--- config.mk ---
export PLATFORM = sky130hd
export DESIGN_NAME = per2axi_req_channel_flat
export DESIGN_NICKNAME = d
export VERILOG_FILES = /design/src/rtl/per2axi_pkg.sv /design/src/rtl/per2axi_req_channel_if.sv /design/src/rtl/per2axi_id_enc.sv /design/src/rtl/per2axi_req_channel.sv /design/src/flat_wrapper.sv
export SDC_FILE = /design/constraint.sdc
export NUM_CORES = 1
export LEC_CHECK = 0
export ABC_AREA = 1
export BUFFER_PORTS_ARGS = -buffer_cell sky130_fd_sc_hd__clkbuf_2
export CAP_MARGIN = 20
export CORE_AREA = 2 2 132 134
export CTS_CLUSTER_DIAMETER = 60
export CTS_CLUSTER_SIZE = 20
export DETAILED_ROUTE_END_ITERATION = 8
export DIE_AREA = 0 0 134 136
export PLACE_DENSITY_LB_ADDON = 0.12
export SLEW_MARGIN = 10
export SYNTH_ARGS = -nofsm -noshare
export SYNTH_HDL_FRONTEND = slang
export SYNTH_SLANG_ARGS = --single-unit
--- constraint.sdc ---
create_clock -name clk_i -period 2.2 [get_ports clk_i]
set_input_delay 0.55 -clock clk_i [delete_from_list [all_inputs] [get_ports clk_i]]
set_output_delay 0.55 -clock clk_i [all_outputs]
set_load 0.01 [all_outputs]
--- src/rtl/per2axi_pkg.sv ---
// per2axi_pkg
//   Shared types and constants for the peripheral-to-AXI request path.
//   - per2axi_state_e : request FSM states (IDLE, RD, WR)
//   - AXI_SIZE_32B    : beat size for a single 32-bit peripheral access
//   - AXI_RESP_*      : AXI response codes, shared with the response channel
//   - AXI_*_DEFAULT   : fixed AW/AR attributes for single-beat transfers.
//     Every attribute is zero, so the outputs are also zero while in reset.
//     FIXED burst is legal for a one-beat transfer.
package per2axi_pkg;

    typedef enum logic [1:0] {
        IDLE,
        RD,
        WR
    } per2axi_state_e;

    localparam logic [2:0] AXI_SIZE_32B = 3'b010;

    localparam logic [1:0] AXI_RESP_OKAY   = 2'b00;
    localparam logic [1:0] AXI_RESP_EXOKAY = 2'b01;
    localparam logic [1:0] AXI_RESP_SLVERR = 2'b10;
    localparam logic [1:0] AXI_RESP_DECERR = 2'b11;

    localparam logic [7:0] AXI_LEN_DEFAULT    = 8'h00;
    localparam logic [1:0] AXI_BURST_DEFAULT  = 2'b00;
    localparam logic       AXI_LOCK_DEFAULT   = 1'b0;
    localparam logic [3:0] AXI_CACHE_DEFAULT  = 4'b0000;
    localparam logic [2:0] AXI_PROT_DEFAULT   = 3'b000;
    localparam logic [3:0] AXI_REGION_DEFAULT = 4'h0;
    localparam logic [3:0] AXI_QOS_DEFAULT    = 4'h0;

endpackage

--- src/rtl/per2axi_req_channel_if.sv ---
// per2axi_req_channel_if
//   Bundles the peripheral-slave request port and the AXI AW/W/AR master
//   channels of the request path.
//   modport master : the bridge view (takes peripheral requests, drives AXI)
//   modport slave  : the environment view (initiator plus AXI slave)
interface per2axi_req_channel_if #(
    parameter int unsigned PER_ADDR_WIDTH = 32,
    parameter int unsigned PER_ID_WIDTH   = 5,
    parameter int unsigned AXI_ADDR_WIDTH = 32,
    parameter int unsigned AXI_DATA_WIDTH = 64,
    parameter int unsigned AXI_USER_WIDTH = 6,
    parameter int unsigned AXI_ID_WIDTH   = 3
) ();

    // Peripheral slave side
    logic                        per_slave_req;
    logic [PER_ADDR_WIDTH-1:0]   per_slave_add;
    logic                        per_slave_we;
    logic [31:0]                 per_slave_wdata;
    logic [3:0]                  per_slave_be;
    logic [PER_ID_WIDTH-1:0]     per_slave_id;
    logic                        per_slave_gnt;

    // AW channel
    logic                        axi_master_aw_valid;
    logic                        axi_master_aw_ready;
    logic [AXI_ADDR_WIDTH-1:0]   axi_master_aw_addr;
    logic [AXI_ID_WIDTH-1:0]     axi_master_aw_id;
    logic [2:0]                  axi_master_aw_size;
    logic [AXI_USER_WIDTH-1:0]   axi_master_aw_user;
    logic [7:0]                  axi_master_aw_len;
    logic [1:0]                  axi_master_aw_burst;
    logic                        axi_master_aw_lock;
    logic [3:0]                  axi_master_aw_cache;
    logic [2:0]                  axi_master_aw_prot;
    logic [3:0]                  axi_master_aw_region;
    logic [3:0]                  axi_master_aw_qos;

    // W channel
    logic                        axi_master_w_valid;
    logic                        axi_master_w_ready;
    logic [AXI_DATA_WIDTH-1:0]   axi_master_w_data;
    logic [AXI_DATA_WIDTH/8-1:0] axi_master_w_strb;
    logic                        axi_master_w_last;
    logic [AXI_USER_WIDTH-1:0]   axi_master_w_user;

    // AR channel
    logic                        axi_master_ar_valid;
    logic                        axi_master_ar_ready;
    logic [AXI_ADDR_WIDTH-1:0]   axi_master_ar_addr;
    logic [AXI_ID_WIDTH-1:0]     axi_master_ar_id;
    logic [2:0]                  axi_master_ar_size;
    logic [AXI_USER_WIDTH-1:0]   axi_master_ar_user;
    logic [7:0]                  axi_master_ar_len;
    logic [1:0]                  axi_master_ar_burst;
    logic                        axi_master_ar_lock;
    logic [3:0]                  axi_master_ar_cache;
    logic [2:0]                  axi_master_ar_prot;
    logic [3:0]                  axi_master_ar_region;
    logic [3:0]                  axi_master_ar_qos;

    modport master (
        input  per_slave_req, per_slave_add, per_slave_we, per_slave_wdata,
               per_slave_be, per_slave_id,
        output per_slave_gnt,
        output axi_master_aw_valid, axi_master_aw_addr, axi_master_aw_id,
               axi_master_aw_size, axi_master_aw_user, axi_master_aw_len,
               axi_master_aw_burst, axi_master_aw_lock, axi_master_aw_cache,
               axi_master_aw_prot, axi_master_aw_region, axi_master_aw_qos,
        input  axi_master_aw_ready,
        output axi_master_w_valid, axi_master_w_data, axi_master_w_strb,
               axi_master_w_last, axi_master_w_user,
        input  axi_master_w_ready,
        output axi_master_ar_valid, axi_master_ar_addr, axi_master_ar_id,
               axi_master_ar_size, axi_master_ar_user, axi_master_ar_len,
               axi_master_ar_burst, axi_master_ar_lock, axi_master_ar_cache,
               axi_master_ar_prot, axi_master_ar_region, axi_master_ar_qos,
        input  axi_master_ar_ready
    );

    modport slave (
        output per_slave_req, per_slave_add, per_slave_we, per_slave_wdata,
               per_slave_be, per_slave_id,
        input  per_slave_gnt,
        input  axi_master_aw_valid, axi_master_aw_addr, axi_master_aw_id,
               axi_master_aw_size, axi_master_aw_user, axi_master_aw_len,
               axi_master_aw_burst, axi_master_aw_lock, axi_master_aw_cache,
               axi_master_aw_prot, axi_master_aw_region, axi_master_aw_qos,
        output axi_master_aw_ready,
        input  axi_master_w_valid, axi_master_w_data, axi_master_w_strb,
               axi_master_w_last, axi_master_w_user,
        output axi_master_w_ready,
        input  axi_master_ar_valid, axi_master_ar_addr, axi_master_ar_id,
               axi_master_ar_size, axi_master_ar_user, axi_master_ar_len,
               axi_master_ar_burst, axi_master_ar_lock, axi_master_ar_cache,
               axi_master_ar_prot, axi_master_ar_region, axi_master_ar_qos,
        output axi_master_ar_ready
    );

endinterface

--- src/rtl/per2axi_id_enc.sv ---
// per2axi_id_enc
//   Priority encoder from a one-hot initiator ID to a binary AXI ID.
//   The lowest set bit wins, so a malformed ID still gives a defined result.
//   i_onehot : PER_ID_WIDTH one-hot initiator ID
//   o_bin    : AXI_ID_WIDTH index of the lowest set bit (0 when none is set)
module per2axi_id_enc #(
    parameter int unsigned PER_ID_WIDTH = 5,
    parameter int unsigned AXI_ID_WIDTH = 3
) (
    input  logic [PER_ID_WIDTH-1:0] i_onehot,
    output logic [AXI_ID_WIDTH-1:0] o_bin
);

    logic w_found;

    always_comb begin
        o_bin   = '0;
        w_found = 1'b0;
        for (int unsigned i = 0; i < PER_ID_WIDTH; i++) begin
            if (i_onehot[i] && !w_found) begin
                o_bin   = AXI_ID_WIDTH'(i);
                w_found = 1'b1;
            end
        end
    end

endmodule

--- src/rtl/per2axi_req_channel.sv ---
// per2axi_req_channel
//   Request path of the peripheral-to-AXI bridge. Each granted 32-bit
//   peripheral request becomes one single-beat AXI4 read (AR) or write
//   (AW+W). Only one AXI request is on the bus at a time. One response per
//   peripheral ID may be outstanding.
//   clk_i, rst_ni        : clock, asynchronous active-low reset
//   bus (master modport) : peripheral request/grant plus AXI AW/W/AR channels
//   trans_req_o/_id_o/_add_o : read-accept pulse with binary ID and address,
//                              used by the response channel for lane select
//   rsp_done_i/rsp_id_i  : response delivered; clears that ID's outstanding bit
module per2axi_req_channel
    import per2axi_pkg::*;
#(
    parameter int unsigned PER_ADDR_WIDTH = 32,
    parameter int unsigned PER_ID_WIDTH   = 5,
    parameter int unsigned AXI_ADDR_WIDTH = 32,
    parameter int unsigned AXI_DATA_WIDTH = 64,
    parameter int unsigned AXI_USER_WIDTH = 6,
    parameter int unsigned AXI_ID_WIDTH   = 3
) (
    input  logic                      clk_i,
    input  logic                      rst_ni,
    per2axi_req_channel_if.master     bus,
    output logic                      trans_req_o,
    output logic [AXI_ID_WIDTH-1:0]   trans_id_o,
    output logic [AXI_ADDR_WIDTH-1:0] trans_add_o,
    input  logic                      rsp_done_i,
    input  logic [AXI_ID_WIDTH-1:0]   rsp_id_i
);

    localparam int unsigned NUM_IDS = 1 << AXI_ID_WIDTH;
    localparam int unsigned STRB_W  = AXI_DATA_WIDTH / 8;

    per2axi_state_e             r_state, w_state_nxt;
    logic                       r_aw_valid, w_aw_valid_nxt;
    logic                       r_w_valid, w_w_valid_nxt;
    logic                       r_ar_valid, w_ar_valid_nxt;
    logic [NUM_IDS-1:0]         r_outstanding;
    logic [NUM_IDS-1:0]         w_set, w_clr;
    logic [PER_ADDR_WIDTH-1:0]  r_add;
    logic [31:0]                r_wdata;
    logic [3:0]                 r_be;
    logic [AXI_ID_WIDTH-1:0]    r_id;
    logic [AXI_ID_WIDTH-1:0]    w_id_bin;
    logic                       w_gnt;

    per2axi_id_enc #(
        .PER_ID_WIDTH (PER_ID_WIDTH),
        .AXI_ID_WIDTH (AXI_ID_WIDTH)
    ) u_id_enc (
        .i_onehot (bus.per_slave_id),
        .o_bin    (w_id_bin)
    );

    // rst_ni is in the grant term so that gnt and the trans_* outputs
    // are also zero while reset is held.
    assign w_gnt = bus.per_slave_req & rst_ni & (r_state == IDLE)
                 & ~r_outstanding[w_id_bin];

    always_comb begin
        w_state_nxt    = r_state;
        w_aw_valid_nxt = r_aw_valid;
        w_w_valid_nxt  = r_w_valid;
        w_ar_valid_nxt = r_ar_valid;
        unique case (r_state)
            IDLE: begin
                if (w_gnt) begin
                    if (bus.per_slave_we) begin
                        w_state_nxt    = RD;
                        w_ar_valid_nxt = 1'b1;
                    end else begin
                        w_state_nxt    = WR;
                        w_aw_valid_nxt = 1'b1;
                        w_w_valid_nxt  = 1'b1;
                    end
                end
            end
            RD: begin
                if (bus.axi_master_ar_ready) begin
                    w_state_nxt    = IDLE;
                    w_ar_valid_nxt = 1'b0;
                end
            end
            WR: begin
                // AW and W retire independently. Leave once neither is pending.
                w_aw_valid_nxt = r_aw_valid & ~bus.axi_master_aw_ready;
                w_w_valid_nxt  = r_w_valid & ~bus.axi_master_w_ready;
                if (!w_aw_valid_nxt && !w_w_valid_nxt) begin
                    w_state_nxt = IDLE;
                end
            end
            default: begin
                w_state_nxt    = IDLE;
                w_aw_valid_nxt = 1'b0;
                w_w_valid_nxt  = 1'b0;
                w_ar_valid_nxt = 1'b0;
            end
        endcase
    end

    always_ff @(posedge clk_i or negedge rst_ni) begin
        if (!rst_ni) begin
            r_state    <= IDLE;
            r_aw_valid <= 1'b0;
            r_w_valid  <= 1'b0;
            r_ar_valid <= 1'b0;
        end else begin
            r_state    <= w_state_nxt;
            r_aw_valid <= w_aw_valid_nxt;
            r_w_valid  <= w_w_valid_nxt;
            r_ar_valid <= w_ar_valid_nxt;
        end
    end

    // The buffer is written only on a grant. A grant only happens in IDLE,
    // so the payload stays stable while any valid is high.
    always_ff @(posedge clk_i or negedge rst_ni) begin
        if (!rst_ni) begin
            r_add   <= '0;
            r_wdata <= '0;
            r_be    <= '0;
            r_id    <= '0;
        end else if (w_gnt) begin
            r_add   <= bus.per_slave_add;
            r_wdata <= bus.per_slave_wdata;
            r_be    <= bus.per_slave_be;
            r_id    <= w_id_bin;
        end
    end

    // A set and a clear of different IDs in one cycle both take effect. A
    // same-ID set and clear cannot happen, because a grant needs the bit clear.
    assign w_set = w_gnt ? (NUM_IDS'(1) << w_id_bin) : '0;
    assign w_clr = rsp_done_i ? (NUM_IDS'(1) << rsp_id_i) : '0;

    always_ff @(posedge clk_i or negedge rst_ni) begin
        if (!rst_ni) begin
            r_outstanding <= '0;
        end else begin
            r_outstanding <= (r_outstanding & ~w_clr) | w_set;
        end
    end

    assign bus.per_slave_gnt = w_gnt;

    assign trans_req_o = w_gnt & bus.per_slave_we;
    assign trans_id_o  = trans_req_o ? w_id_bin : '0;
    assign trans_add_o = trans_req_o ? AXI_ADDR_WIDTH'(bus.per_slave_add) : '0;

    assign bus.axi_master_aw_valid  = r_aw_valid;
    assign bus.axi_master_aw_addr   = AXI_ADDR_WIDTH'(r_add);
    assign bus.axi_master_aw_id     = r_id;
    assign bus.axi_master_aw_size   = r_aw_valid ? AXI_SIZE_32B : 3'b000;
    assign bus.axi_master_aw_user   = {AXI_USER_WIDTH{1'b0}};
    assign bus.axi_master_aw_len    = AXI_LEN_DEFAULT;
    assign bus.axi_master_aw_burst  = AXI_BURST_DEFAULT;
    assign bus.axi_master_aw_lock   = AXI_LOCK_DEFAULT;
    assign bus.axi_master_aw_cache  = AXI_CACHE_DEFAULT;
    assign bus.axi_master_aw_prot   = AXI_PROT_DEFAULT;
    assign bus.axi_master_aw_region = AXI_REGION_DEFAULT;
    assign bus.axi_master_aw_qos    = AXI_QOS_DEFAULT;

    // Address bit 2 selects the upper or lower 32-bit lane of the 64-bit beat.
    assign bus.axi_master_w_valid = r_w_valid;
    assign bus.axi_master_w_data  = r_add[2] ? {r_wdata, 32'h0} : {32'h0, r_wdata};
    assign bus.axi_master_w_strb  = r_add[2] ? STRB_W'({r_be, 4'h0}) : STRB_W'({4'h0, r_be});
    assign bus.axi_master_w_last  = r_w_valid;
    assign bus.axi_master_w_user  = {AXI_USER_WIDTH{1'b0}};

    assign bus.axi_master_ar_valid  = r_ar_valid;
    assign bus.axi_master_ar_addr   = AXI_ADDR_WIDTH'(r_add);
    assign bus.axi_master_ar_id     = r_id;
    assign bus.axi_master_ar_size   = r_ar_valid ? AXI_SIZE_32B : 3'b000;
    assign bus.axi_master_ar_user   = {AXI_USER_WIDTH{1'b0}};
    assign bus.axi_master_ar_len    = AXI_LEN_DEFAULT;
    assign bus.axi_master_ar_burst  = AXI_BURST_DEFAULT;
    assign bus.axi_master_ar_lock   = AXI_LOCK_DEFAULT;
    assign bus.axi_master_ar_cache  = AXI_CACHE_DEFAULT;
    assign bus.axi_master_ar_prot   = AXI_PROT_DEFAULT;
    assign bus.axi_master_ar_region = AXI_REGION_DEFAULT;
    assign bus.axi_master_ar_qos    = AXI_QOS_DEFAULT;

    a_id_onehot: assert property (@(posedge clk_i) disable iff (!rst_ni)
        bus.per_slave_req |-> $onehot(bus.per_slave_id));

    a_clr_set_bit: assert property (@(posedge clk_i) disable iff (!rst_ni)
        rsp_done_i |-> r_outstanding[rsp_id_i]);

endmodule

--- src/flat_wrapper.sv ---
// flat-port wrapper written by rule: the top's interface ports become plain ports
module per2axi_req_channel_flat import per2axi_pkg::*;
#(
    parameter int unsigned PER_ADDR_WIDTH = 32,
    parameter int unsigned PER_ID_WIDTH   = 5,
    parameter int unsigned AXI_ADDR_WIDTH = 32,
    parameter int unsigned AXI_DATA_WIDTH = 64,
    parameter int unsigned AXI_USER_WIDTH = 6,
    parameter int unsigned AXI_ID_WIDTH   = 3
)
  (clk_i, rst_ni, trans_req_o, trans_id_o, trans_add_o, rsp_done_i, rsp_id_i, bus_per_slave_req, bus_per_slave_add, bus_per_slave_we, bus_per_slave_wdata, bus_per_slave_be, bus_per_slave_id, bus_per_slave_gnt, bus_axi_master_aw_valid, bus_axi_master_aw_addr, bus_axi_master_aw_id, bus_axi_master_aw_size, bus_axi_master_aw_user, bus_axi_master_aw_len, bus_axi_master_aw_burst, bus_axi_master_aw_lock, bus_axi_master_aw_cache, bus_axi_master_aw_prot, bus_axi_master_aw_region, bus_axi_master_aw_qos, bus_axi_master_aw_ready, bus_axi_master_w_valid, bus_axi_master_w_data, bus_axi_master_w_strb, bus_axi_master_w_last, bus_axi_master_w_user, bus_axi_master_w_ready, bus_axi_master_ar_valid, bus_axi_master_ar_addr, bus_axi_master_ar_id, bus_axi_master_ar_size, bus_axi_master_ar_user, bus_axi_master_ar_len, bus_axi_master_ar_burst, bus_axi_master_ar_lock, bus_axi_master_ar_cache, bus_axi_master_ar_prot, bus_axi_master_ar_region, bus_axi_master_ar_qos, bus_axi_master_ar_ready);
  per2axi_req_channel_if #(.PER_ADDR_WIDTH(PER_ADDR_WIDTH), .PER_ID_WIDTH(PER_ID_WIDTH), .AXI_ADDR_WIDTH(AXI_ADDR_WIDTH), .AXI_DATA_WIDTH(AXI_DATA_WIDTH), .AXI_USER_WIDTH(AXI_USER_WIDTH), .AXI_ID_WIDTH(AXI_ID_WIDTH)) bus_i ();
  input  logic clk_i;
  input  logic rst_ni;
  output logic trans_req_o;
  output logic [AXI_ID_WIDTH-1:0] trans_id_o;
  output logic [AXI_ADDR_WIDTH-1:0] trans_add_o;
  input  logic rsp_done_i;
  input  logic [AXI_ID_WIDTH-1:0] rsp_id_i;
  input wire logic [$bits(bus_i.per_slave_req)-1:0] bus_per_slave_req;
  input wire logic [$bits(bus_i.per_slave_add)-1:0] bus_per_slave_add;
  input wire logic [$bits(bus_i.per_slave_we)-1:0] bus_per_slave_we;
  input wire logic [$bits(bus_i.per_slave_wdata)-1:0] bus_per_slave_wdata;
  input wire logic [$bits(bus_i.per_slave_be)-1:0] bus_per_slave_be;
  input wire logic [$bits(bus_i.per_slave_id)-1:0] bus_per_slave_id;
  output wire logic [$bits(bus_i.per_slave_gnt)-1:0] bus_per_slave_gnt;
  output wire logic [$bits(bus_i.axi_master_aw_valid)-1:0] bus_axi_master_aw_valid;
  output wire logic [$bits(bus_i.axi_master_aw_addr)-1:0] bus_axi_master_aw_addr;
  output wire logic [$bits(bus_i.axi_master_aw_id)-1:0] bus_axi_master_aw_id;
  output wire logic [$bits(bus_i.axi_master_aw_size)-1:0] bus_axi_master_aw_size;
  output wire logic [$bits(bus_i.axi_master_aw_user)-1:0] bus_axi_master_aw_user;
  output wire logic [$bits(bus_i.axi_master_aw_len)-1:0] bus_axi_master_aw_len;
  output wire logic [$bits(bus_i.axi_master_aw_burst)-1:0] bus_axi_master_aw_burst;
  output wire logic [$bits(bus_i.axi_master_aw_lock)-1:0] bus_axi_master_aw_lock;
  output wire logic [$bits(bus_i.axi_master_aw_cache)-1:0] bus_axi_master_aw_cache;
  output wire logic [$bits(bus_i.axi_master_aw_prot)-1:0] bus_axi_master_aw_prot;
  output wire logic [$bits(bus_i.axi_master_aw_region)-1:0] bus_axi_master_aw_region;
  output wire logic [$bits(bus_i.axi_master_aw_qos)-1:0] bus_axi_master_aw_qos;
  input wire logic [$bits(bus_i.axi_master_aw_ready)-1:0] bus_axi_master_aw_ready;
  output wire logic [$bits(bus_i.axi_master_w_valid)-1:0] bus_axi_master_w_valid;
  output wire logic [$bits(bus_i.axi_master_w_data)-1:0] bus_axi_master_w_data;
  output wire logic [$bits(bus_i.axi_master_w_strb)-1:0] bus_axi_master_w_strb;
  output wire logic [$bits(bus_i.axi_master_w_last)-1:0] bus_axi_master_w_last;
  output wire logic [$bits(bus_i.axi_master_w_user)-1:0] bus_axi_master_w_user;
  input wire logic [$bits(bus_i.axi_master_w_ready)-1:0] bus_axi_master_w_ready;
  output wire logic [$bits(bus_i.axi_master_ar_valid)-1:0] bus_axi_master_ar_valid;
  output wire logic [$bits(bus_i.axi_master_ar_addr)-1:0] bus_axi_master_ar_addr;
  output wire logic [$bits(bus_i.axi_master_ar_id)-1:0] bus_axi_master_ar_id;
  output wire logic [$bits(bus_i.axi_master_ar_size)-1:0] bus_axi_master_ar_size;
  output wire logic [$bits(bus_i.axi_master_ar_user)-1:0] bus_axi_master_ar_user;
  output wire logic [$bits(bus_i.axi_master_ar_len)-1:0] bus_axi_master_ar_len;
  output wire logic [$bits(bus_i.axi_master_ar_burst)-1:0] bus_axi_master_ar_burst;
  output wire logic [$bits(bus_i.axi_master_ar_lock)-1:0] bus_axi_master_ar_lock;
  output wire logic [$bits(bus_i.axi_master_ar_cache)-1:0] bus_axi_master_ar_cache;
  output wire logic [$bits(bus_i.axi_master_ar_prot)-1:0] bus_axi_master_ar_prot;
  output wire logic [$bits(bus_i.axi_master_ar_region)-1:0] bus_axi_master_ar_region;
  output wire logic [$bits(bus_i.axi_master_ar_qos)-1:0] bus_axi_master_ar_qos;
  input wire logic [$bits(bus_i.axi_master_ar_ready)-1:0] bus_axi_master_ar_ready;
  assign bus_i.per_slave_req = bus_per_slave_req;
  assign bus_i.per_slave_add = bus_per_slave_add;
  assign bus_i.per_slave_we = bus_per_slave_we;
  assign bus_i.per_slave_wdata = bus_per_slave_wdata;
  assign bus_i.per_slave_be = bus_per_slave_be;
  assign bus_i.per_slave_id = bus_per_slave_id;
  assign bus_per_slave_gnt = bus_i.per_slave_gnt;
  assign bus_axi_master_aw_valid = bus_i.axi_master_aw_valid;
  assign bus_axi_master_aw_addr = bus_i.axi_master_aw_addr;
  assign bus_axi_master_aw_id = bus_i.axi_master_aw_id;
  assign bus_axi_master_aw_size = bus_i.axi_master_aw_size;
  assign bus_axi_master_aw_user = bus_i.axi_master_aw_user;
  assign bus_axi_master_aw_len = bus_i.axi_master_aw_len;
  assign bus_axi_master_aw_burst = bus_i.axi_master_aw_burst;
  assign bus_axi_master_aw_lock = bus_i.axi_master_aw_lock;
  assign bus_axi_master_aw_cache = bus_i.axi_master_aw_cache;
  assign bus_axi_master_aw_prot = bus_i.axi_master_aw_prot;
  assign bus_axi_master_aw_region = bus_i.axi_master_aw_region;
  assign bus_axi_master_aw_qos = bus_i.axi_master_aw_qos;
  assign bus_i.axi_master_aw_ready = bus_axi_master_aw_ready;
  assign bus_axi_master_w_valid = bus_i.axi_master_w_valid;
  assign bus_axi_master_w_data = bus_i.axi_master_w_data;
  assign bus_axi_master_w_strb = bus_i.axi_master_w_strb;
  assign bus_axi_master_w_last = bus_i.axi_master_w_last;
  assign bus_axi_master_w_user = bus_i.axi_master_w_user;
  assign bus_i.axi_master_w_ready = bus_axi_master_w_ready;
  assign bus_axi_master_ar_valid = bus_i.axi_master_ar_valid;
  assign bus_axi_master_ar_addr = bus_i.axi_master_ar_addr;
  assign bus_axi_master_ar_id = bus_i.axi_master_ar_id;
  assign bus_axi_master_ar_size = bus_i.axi_master_ar_size;
  assign bus_axi_master_ar_user = bus_i.axi_master_ar_user;
  assign bus_axi_master_ar_len = bus_i.axi_master_ar_len;
  assign bus_axi_master_ar_burst = bus_i.axi_master_ar_burst;
  assign bus_axi_master_ar_lock = bus_i.axi_master_ar_lock;
  assign bus_axi_master_ar_cache = bus_i.axi_master_ar_cache;
  assign bus_axi_master_ar_prot = bus_i.axi_master_ar_prot;
  assign bus_axi_master_ar_region = bus_i.axi_master_ar_region;
  assign bus_axi_master_ar_qos = bus_i.axi_master_ar_qos;
  assign bus_i.axi_master_ar_ready = bus_axi_master_ar_ready;
  per2axi_req_channel #(.PER_ADDR_WIDTH(PER_ADDR_WIDTH), .PER_ID_WIDTH(PER_ID_WIDTH), .AXI_ADDR_WIDTH(AXI_ADDR_WIDTH), .AXI_DATA_WIDTH(AXI_DATA_WIDTH), .AXI_USER_WIDTH(AXI_USER_WIDTH), .AXI_ID_WIDTH(AXI_ID_WIDTH)) u_core (.clk_i(clk_i), .rst_ni(rst_ni), .bus(bus_i), .trans_req_o(trans_req_o), .trans_id_o(trans_id_o), .trans_add_o(trans_add_o), .rsp_done_i(rsp_done_i), .rsp_id_i(rsp_id_i));
endmodule
==> Implementation_results.wiki, run 1 <==
{| class="wikitable"
! Metric !! Value
|-
| Wire per inst || 12.6 um
|-
| Status || finished, violations left
|-
| Number of instances in the placed design || between 1000 and 1500
|-
| Crit start category || primary input
|-
| HPWL after detailed placement || 10.7 mm
|-
| Count of fill cells added during filler insertion || ~1800
|-
| Setup crit start || bus_per_slave_id[1]
|-
| Number of cell instances on the worst register-to-register path || 10
|-
| I/O pins || between 300 and 400
|-
| Global-route wire length before repair || around 22 mm
|-
| CTS Buf Count || 9
|-
| Number of antenna violations at the first check in global routing || 0
|-
| Number of flops mapped to enable cells by yosys || 0
|-
| Total power draw || between 8 and 9 mW
|-
| Count of routing violations after the opening detailed-route iteration || 104
|-
| Root buf cell || clkbuf_16
|-
| Share of cells above drive strength 1 || a little under half
|-
| Count of warnings emitted by yosys || 0
|-
| Area growth, synth to finish || 46.9%
|-
| Met3 GRT Util || between 3 and 4%
|-
| Period utilisation layout || 114%
|-
| Path type of the worst min-delay path || primary input to async pin
|-
| Crit path max fanout || 7
|-
| Critical Path Most Common Cell || buf_4
|-
| Highest clock frequency the design can meet || between 0.3 and 0.4 GHz
|-
| Slew at the pin closest to its max-slew limit || 680 ps
|-
| Critical path buffer and inverter count || 8
|-
| Count of buffers from port buffering || 268
|-
| Power density relative to cell area || ~1100 nW/um2
|-
| Gate power share || around 49%
|-
| Site row count || between 40 and 50
|-
| Launching point of the worst reg2reg path || u_core.r_state[1]
|-
| Largest net degree at the start of global routing || between 60 and 70
|-
| N_diodes || 0
|-
| Met2 Resource Use GR || about a quarter
|-
| Cell with the largest stage delay on the worst path || nor2_4
|-
| Crit path largest cell delay || 170 ps
|-
| Initial standard-cell utilization of the core || 29.5%
|-
| FF+latch count, synth || between 80 and 90
|-
| Number of search-and-repair iterations in the first detailed-routing pass || 4
|-
| Summed negative setup slack over all endpoints || -10260 ps
|-
| # DRC || 0
|-
| Proportion of power drawn by the clock network || 18.3%
|-
| Internal power || between 4 and 5 mW
|-
| CP endpoint kind || output port
|-
| Static leakage power || around 4.5 nW
|-
| Standard cell core area || between 15000 and 20000 um2
|-
| Worst Clk Skew || 6.30 ps
|-
| Register area || between 2000 and 2500 um2
|-
| Final count of negative-setup-slack endpoints || 37
|-
| Async S/R FF share, synth || 100%
|-
| Total count of max-transition violations in the final report || 0
|-
| Critical-path cell list || buf_8, nor2_4, buf_4, nand3_1, nand2_1, inv_1, nand3_2, nand2_2, nand3_4, inv_8, buf_4, buf_12, buf_4, clkbuf_2
|-
| GP Congestion || between 0.7 and 0.8
|-
| Vias || between 4000 and 5000
|-
| Most Crowded Layer GR || met2
|-
| Total wire length || ~15 mm
|-
| Total grt overflow || 0
|-
| CTS sink cnt || between 80 and 90
|-
| Max clock buf depth || 2
|-
| CP Data Required Time || approximately 1700 ps
|-
| Source-to-sink clock delay at the later pin of the worst-skew pair || 340 ps
|-
| Multi-input combinational cell area || a little over 2000 um2
|-
| Fraction of power spent switching nets || a little over two fifths
|-
| Max transition margin || 54.6%
|-
| Worst setup path class || primary input to output port
|-
| Post-synth top flop || dfrtp_1
|-
| Total track usage || between 10% and 20%
|-
| # nets final || ~1000
|-
| Failing checks || negative setup slack
|-
| Number of antenna-violating nets in the routed design || 0
|-
| Vert. Die Dim || about 140 um
|-
| Vias per inst || 3.99
|-
| Endpoints failing hold || 0
|-
| Kind of cell adding the most delay to the critical path || buffers and inverters
|-
| Overall die area || approximately 18000 um2
|-
| Vias in the first global route || 4185
|-
| Portion of the post-synthesis area used by sequential elements || a little over two fifths
|-
| Clock input transition at the sequential cells of the worst setup and hold paths || ~60 ps
|-
| Number of logic stages on the critical path including buffering || 14
|-
| Die boundary width || 134 um
|-
| Number of levels in the clock H-tree || 3
|-
| Max-cap violations || 0
|-
| Final setup slack of the worst path || -318 ps
|-
| Worst EP arrival || slightly below 2000 ps
|-
| Post-Synthesis Cells || between 600 and 700
|-
| Proportion of power drawn by flip-flops and latches || about 33%
|-
| Clock tree from TritonCTS || built
|-
| RSZ-0062 raised after global routing || true
|-
| P_sw || between 3 and 4 mW
|-
| Cell area after synthesis || 4970 um2
|-
| Avg Synthesized Cell Area || roughly 7.5 um2
|-
| Final Instance Count excl. Fillers || around 1200
|-
| Routing usage on met1 || between 10% and 20%
|-
| Clock period minus worst slack || roughly 2500 ps
|-
| Maximum ir drop on the vdd rail || 0.566 mV
|-
| Distinct cell type count of the synthesized netlist || 29
|}
==> worst register-to-register path, cell delays in order (launching register included) <==
cell and delay, ps:
dfrtp_1 420, nor2_2 160, and3_4 220, nand3_4 120, inv_8 80, buf_4 110
buf_12 120, buf_4 120, buf_4 170, clkbuf_16 230, o21ai_0 110
==> cell families after synthesis <==
logic type	after synthesis	share of synthesized area (%)
AND/OR/NAND/NOR	288	24.2
other	1	0.0754
flip-flops	84	42.3
buffers and inverters	231	27.1
AO/OA/AOI/OAI	58	6.42
==> power by group through the flow <==
stage	combinational [mW]	sequential [mW]	clock, mW
after floorplan	2.48	2.75	0
final	4.04	2.77	1.53
after detailed placement	3.79	2.80	0
after CTS	4.00	2.78	1.58
after global routing	4.50	2.87	1.65
after global placement	3.81	2.80	0
==> flip-flops by register name, summed over array words and instances, names as in the netlist <==
| register | count |
|---|---|
| u_core.bus.axi_master_w_last | 1 |
| u_core.r_state | 2 |
| u_core.bus.axi_master_ar_valid | 1 |
| u_core.r_be | 4 |
| u_core.bus.axi_master_aw_valid | 1 |
| u_core.r_wdata | 32 |
| u_core.bus.axi_master_ar_id | 3 |
| u_core.r_outstanding | 8 |
| u_core.bus.axi_master_ar_addr | 32 |
==> placed cells by master, fill, tap and decap left out, types with 7 or more instances in the layout <==
cell type  instances
nand2_4           16
nor2_1            59
clkbuf_2         242
buf_4             72
buf_2             17
clkbuf_16         12
nand3_1            8
o21ai_0           31
buf_6              7
conb_1            74
dfrtp_1           83
inv_1             88
nand2_2           17
nor2_4            12
nand2_1          160
o21ai_1           12
==> layer usage <==
layer | vias up | wire length [um]
met4 | 0 | 217
met2 | 194 | 7400
met1 | 2153 | 6300
met3 | 14 | 1080
met5 | - | 0
li1 | 2386 | -
==> cell type report <==
| cell class | instances | share of cell area [%] |
|---|---|---|
| clock buffer | 12 | 3.38 |
| clock inverter | 4 | 0.668 |
| timing repair buffer | 353 | 30.6 |
| multi-input combinational | 420 | 27.9 |
| tap | 225 | 3.85 |
| inverter | 93 | 4.88 |
| sequential | 84 | 28.8 |
==> synth_stat cells, types with 2 or more instances <==
library cell	number	area, um2
o21ai_1	12	60.1
inv_2	2	7.51
buf_6	4	45.0
inv_1	89	334
o21ai_2	3	26.3
buf_4	113	848
nand3_1	14	70.1
o21ai_0	31	155
nand2_1	185	694
a31oi_1	2	12.5
nand2_2	2	12.5
nand2_4	7	78.8
nor2_1	69	259
nor2_2	7	43.8
dfrtp_1	84	2100
clkbuf_1	16	60.1
o31ai_1	4	30.0
a21oi_1	4	20.0
buf_2	4	20.0
==> per-stage QoR <==
step,hold WS (ps),instance area [um2],setup WS (ps),util (%)
5_1_grt,309,7300,-392,43.3
3_3_place_gp,480,6400,-292,37.9
4_1_cts,288,7050,-288,41.8
3_5_place_dp,483,6400,-317,37.9
6_report,285,7300,-318,43.3
2_1_floorplan,254,5280,-11.8,-
==> path summary, 6_finish.rpt <==
| kind | end | slack (ps) |
|---|---|---|
| worst max-delay path | bus_per_slave_gnt | -320 |
| worst min-delay path | u_core.r_wdata[2] | 290 |
| worst max register to register | u_core.r_wdata[20] | 220 |
| worst min register to register | u_core.r_outstanding[7] | 500 |
| max in group asynchronous | u_core.bus.axi_master_ar_addr[2] | 850 |
| min in group clk_i | u_core.r_wdata[14] | 410 |
==> what timing repair did <==
action	CTS	global route
pin swaps	10	19
resized for setup	36	68
hold buffers	0	0
cloned	3	3
endpoints found under the setup margin	36	70
setup buffers	19	4
(Power assumes the default switching activity.)
==> run 2, diff against run 1 <==
- CAP_MARGIN: 20 -> not set
- clock period: 2.2 -> 2.3 ns (I/O delays scaled with it)
==> run 2 against run 1 <==
Compared with the run above:
- the flow still finishes with violations (negative setup slack)
- final area is 5.5% lower
- combinational power is 8.7% lower
- sequential share of layout area is 1.7 points higher
- clock power is 4% lower
- first-iteration DRC count is 17% higher
- worst hold slack worse by 40 ps
- register-to-register slack worse by 20 ps
- clock skew is 1.7 ps higher
- sequential cell count stayed put
- core utilization is 2.4 points lower
- die area stayed put
- critical path type unchanged
==> Implementation_results.wiki, run 2 (synthesis results as in run 1) <==
{| class="wikitable"
! Metric !! Value
|-
| Worst EP arrival || roughly 1900 ps
|-
| Max transition margin || 45.8%
|-
| Number of search-and-repair iterations in the first detailed-routing pass || 4
|-
| Gate power share || 47.7%
|-
| Maximum ir drop on the vdd rail || 0.421 mV
|-
| RSZ-0062 raised after global routing || true
|-
| Standard cell area after detailed placement || ~6300 um2
|-
| Most common cell after layout, fill and taps aside || clkbuf_2
|-
| Highest clock frequency the design can meet || roughly 0.4 GHz
|-
| # nets final || 1019
|-
| Period utilisation layout || 108%
|-
| Max-cap violations || 0
|-
| Final core occ || ~40%
|-
| Total grt overflow || 0
|-
| I/O pins || ~340
|-
| N_diodes || 0
|-
| Share of cells above drive strength 1 || between 40 and 50%
|-
| Clock input transition at the sequential cells of the worst setup and hold paths || about 60 ps
|-
| Overall die area || about 18000 um2
|-
| Worst slack, placed || -311 ps
|-
| Register area || around 2100 um2
|-
| Status || finished, violations left
|-
| Total wire length || about 14 mm
|-
| Static leakage power || around 4.4 nW
|-
| CTS Buf Count || 9
|-
| Area growth, synth to finish || 38.8%
|-
| Site row count || 48
|-
| Endpoints failing hold || 0
|-
| Vias per inst || 3.97
|-
| Vias || about 4600
|-
| Clock period minus worst slack || 2480 ps
|-
| Cell with the largest stage delay on the worst path || nor2_4
|-
| Total track usage || ~15%
|-
| Final count of negative-setup-slack endpoints || 36
|-
| Global-route wire length before repair || 21.4 mm
|-
| # DRC || 0
|-
| Total count of max-transition violations in the final report || 0
|-
| Crit start category || primary input
|-
| Standard cell core area || around 17000 um2
|-
| Worst Clk Skew || 8.04 ps
|-
| Crit path largest cell delay || 210 ps
|-
| Fraction of power spent switching nets || 41.9%
|-
| Number of antenna-violating nets in the routed design || 0
|-
| Multi-input combinational cell area || between 1500 and 2000 um2
|-
| Die boundary width || 134 um
|-
| Slew at the pin closest to its max-slew limit || slightly above 800 ps
|-
| Count of buffers from port buffering || between 200 and 300
|-
| Proportion of power drawn by the clock network || between 10% and 20%
|-
| Vert. Die Dim || around 140 um
|-
| Smallest hold slack || approximately 250 ps
|-
| Initial standard-cell utilization of the core || about 30%
|-
| Count of fill cells added during filler insertion || between 1500 and 2000
|-
| CP endpoint kind || output port
|-
| Max clock buf depth || 2
|-
| Power density relative to cell area || ~1100 nW/um2
|-
| Worst setup path class || primary input to output port
|-
| Clock tree from TritonCTS || built
|-
| HPWL after detailed placement || about 11 mm
|-
| Largest net degree at the start of global routing || 76
|-
| Count of routing violations after the opening detailed-route iteration || 122
|-
| Number of levels in the clock H-tree || 3
|-
| Number of antenna violations at the first check in global routing || 0
|-
| Path type of the worst min-delay path || primary input to async pin
|-
| Critical path buffer and inverter count || 4
|-
| Quantity of hold-fixing buffers added after cts || 0
|-
| Source-to-sink clock delay at the later pin of the worst-skew pair || around 330 ps
|-
| Post-route standard cell area excluding fillers || 6900 um2
|-
| Vias in the first global route || around 4200
|-
| CTS sink cnt || 84
|-
| Commonest cells after routing, fill and taps aside || 231 x clkbuf_2, 164 x nand2_1, 88 x inv_1
|-
| CP Data Required Time || ~1700 ps
|-
| Final setup slack of the worst path || -178 ps
|-
| Internal power || 4.49 mW
|-
| GP Congestion || about 0.73
|-
| Crit path max fanout || 8
|-
| P_sw || approximately 3.2 mW
|-
| Proportion of power drawn by flip-flops and latches || roughly 33%
|-
| Kind of cell adding the most delay to the critical path || simple AND/OR/NAND/NOR gates
|-
| Critical-path cell list || buf_8, nor2_4, nand2_2, nand3_2, nand3_2, nand2_2, nand3_4, clkinv_8, buf_6, nand2_1, nor2_1, buf_2
|-
| Failing checks || negative setup slack
|-
| Root buf cell || clkbuf_16
|-
| Wire per inst || between 10 and 15 um
|}
==> run 2: power by group through the flow <==
stage	Combinational, mW	Clock (mW)	Sequential (mW)
2_1_floorplan	2.36	0	2.63
3_3_place_gp	3.64	0	2.61
4_1_cts	3.70	1.52	2.59
5_1_grt	4.14	1.59	2.67
6_report	3.69	1.47	2.58
3_5_place_dp	3.63	0	2.60
==> run 2: timing repair <==
action                                  4_1_cts  5_1_grt
gates resized for setup                      28       70
setup buffers                                 4        2
cloned                                        0        1
endpoints found under the setup margin       36       37
pin swaps                                     6       12
==> run 2: cell type report <==
| class | instances | area share (%) |
|---|---|---|
| multi-input combinational | 420 | 28.7 |
| tap | 225 | 4.08 |
| inverter | 93 | 5.24 |
| sequential | 84 | 30.5 |
| clock buffer | 15 | 3.88 |
| timing repair buffer | 327 | 27.2 |
| clock inverter | 1 | 0.435 |
==> run 2: per-stage QoR <==
stage          total power [mW]  cells  setup TNS (ps)
6_report                   7.74   1165           -4980
5_1_grt                    8.40   1165           -8430
4_1_cts                    7.81   1162           -5090
3_5_place_dp               6.24   1142          -14360
3_3_place_gp               6.25   1142          -12850
2_1_floorplan              4.99    735               0
==> run 2: path summary, 6_finish.rpt <==
check,from,to,slack (ps),depth (start not counted)
worst max-delay path,bus_per_slave_id[0],trans_add_o[6],-180,12
worst min-delay path,rst_ni,u_core.bus.axi_master_ar_addr[8],250,2
worst max register to register,u_core.r_state[1],u_core.r_wdata[22],200,8
worst min register to register,u_core.r_outstanding[7],u_core.r_outstanding[7],490,1
max in group asynchronous,rst_ni,u_core.r_wdata[12],940,3
min in group clk_i,bus_per_slave_wdata[2],u_core.r_wdata[2],440,3
==> run 2: metal layers <==
layer	vias to the layer above	share of wire, %	track usage (%)
li1	2324	-	-
met2	214	48	25.7
met4	0	2.0	5.91
met3	16	7.9	3.21
met1	2066	42	18.4
met5	-	0	0
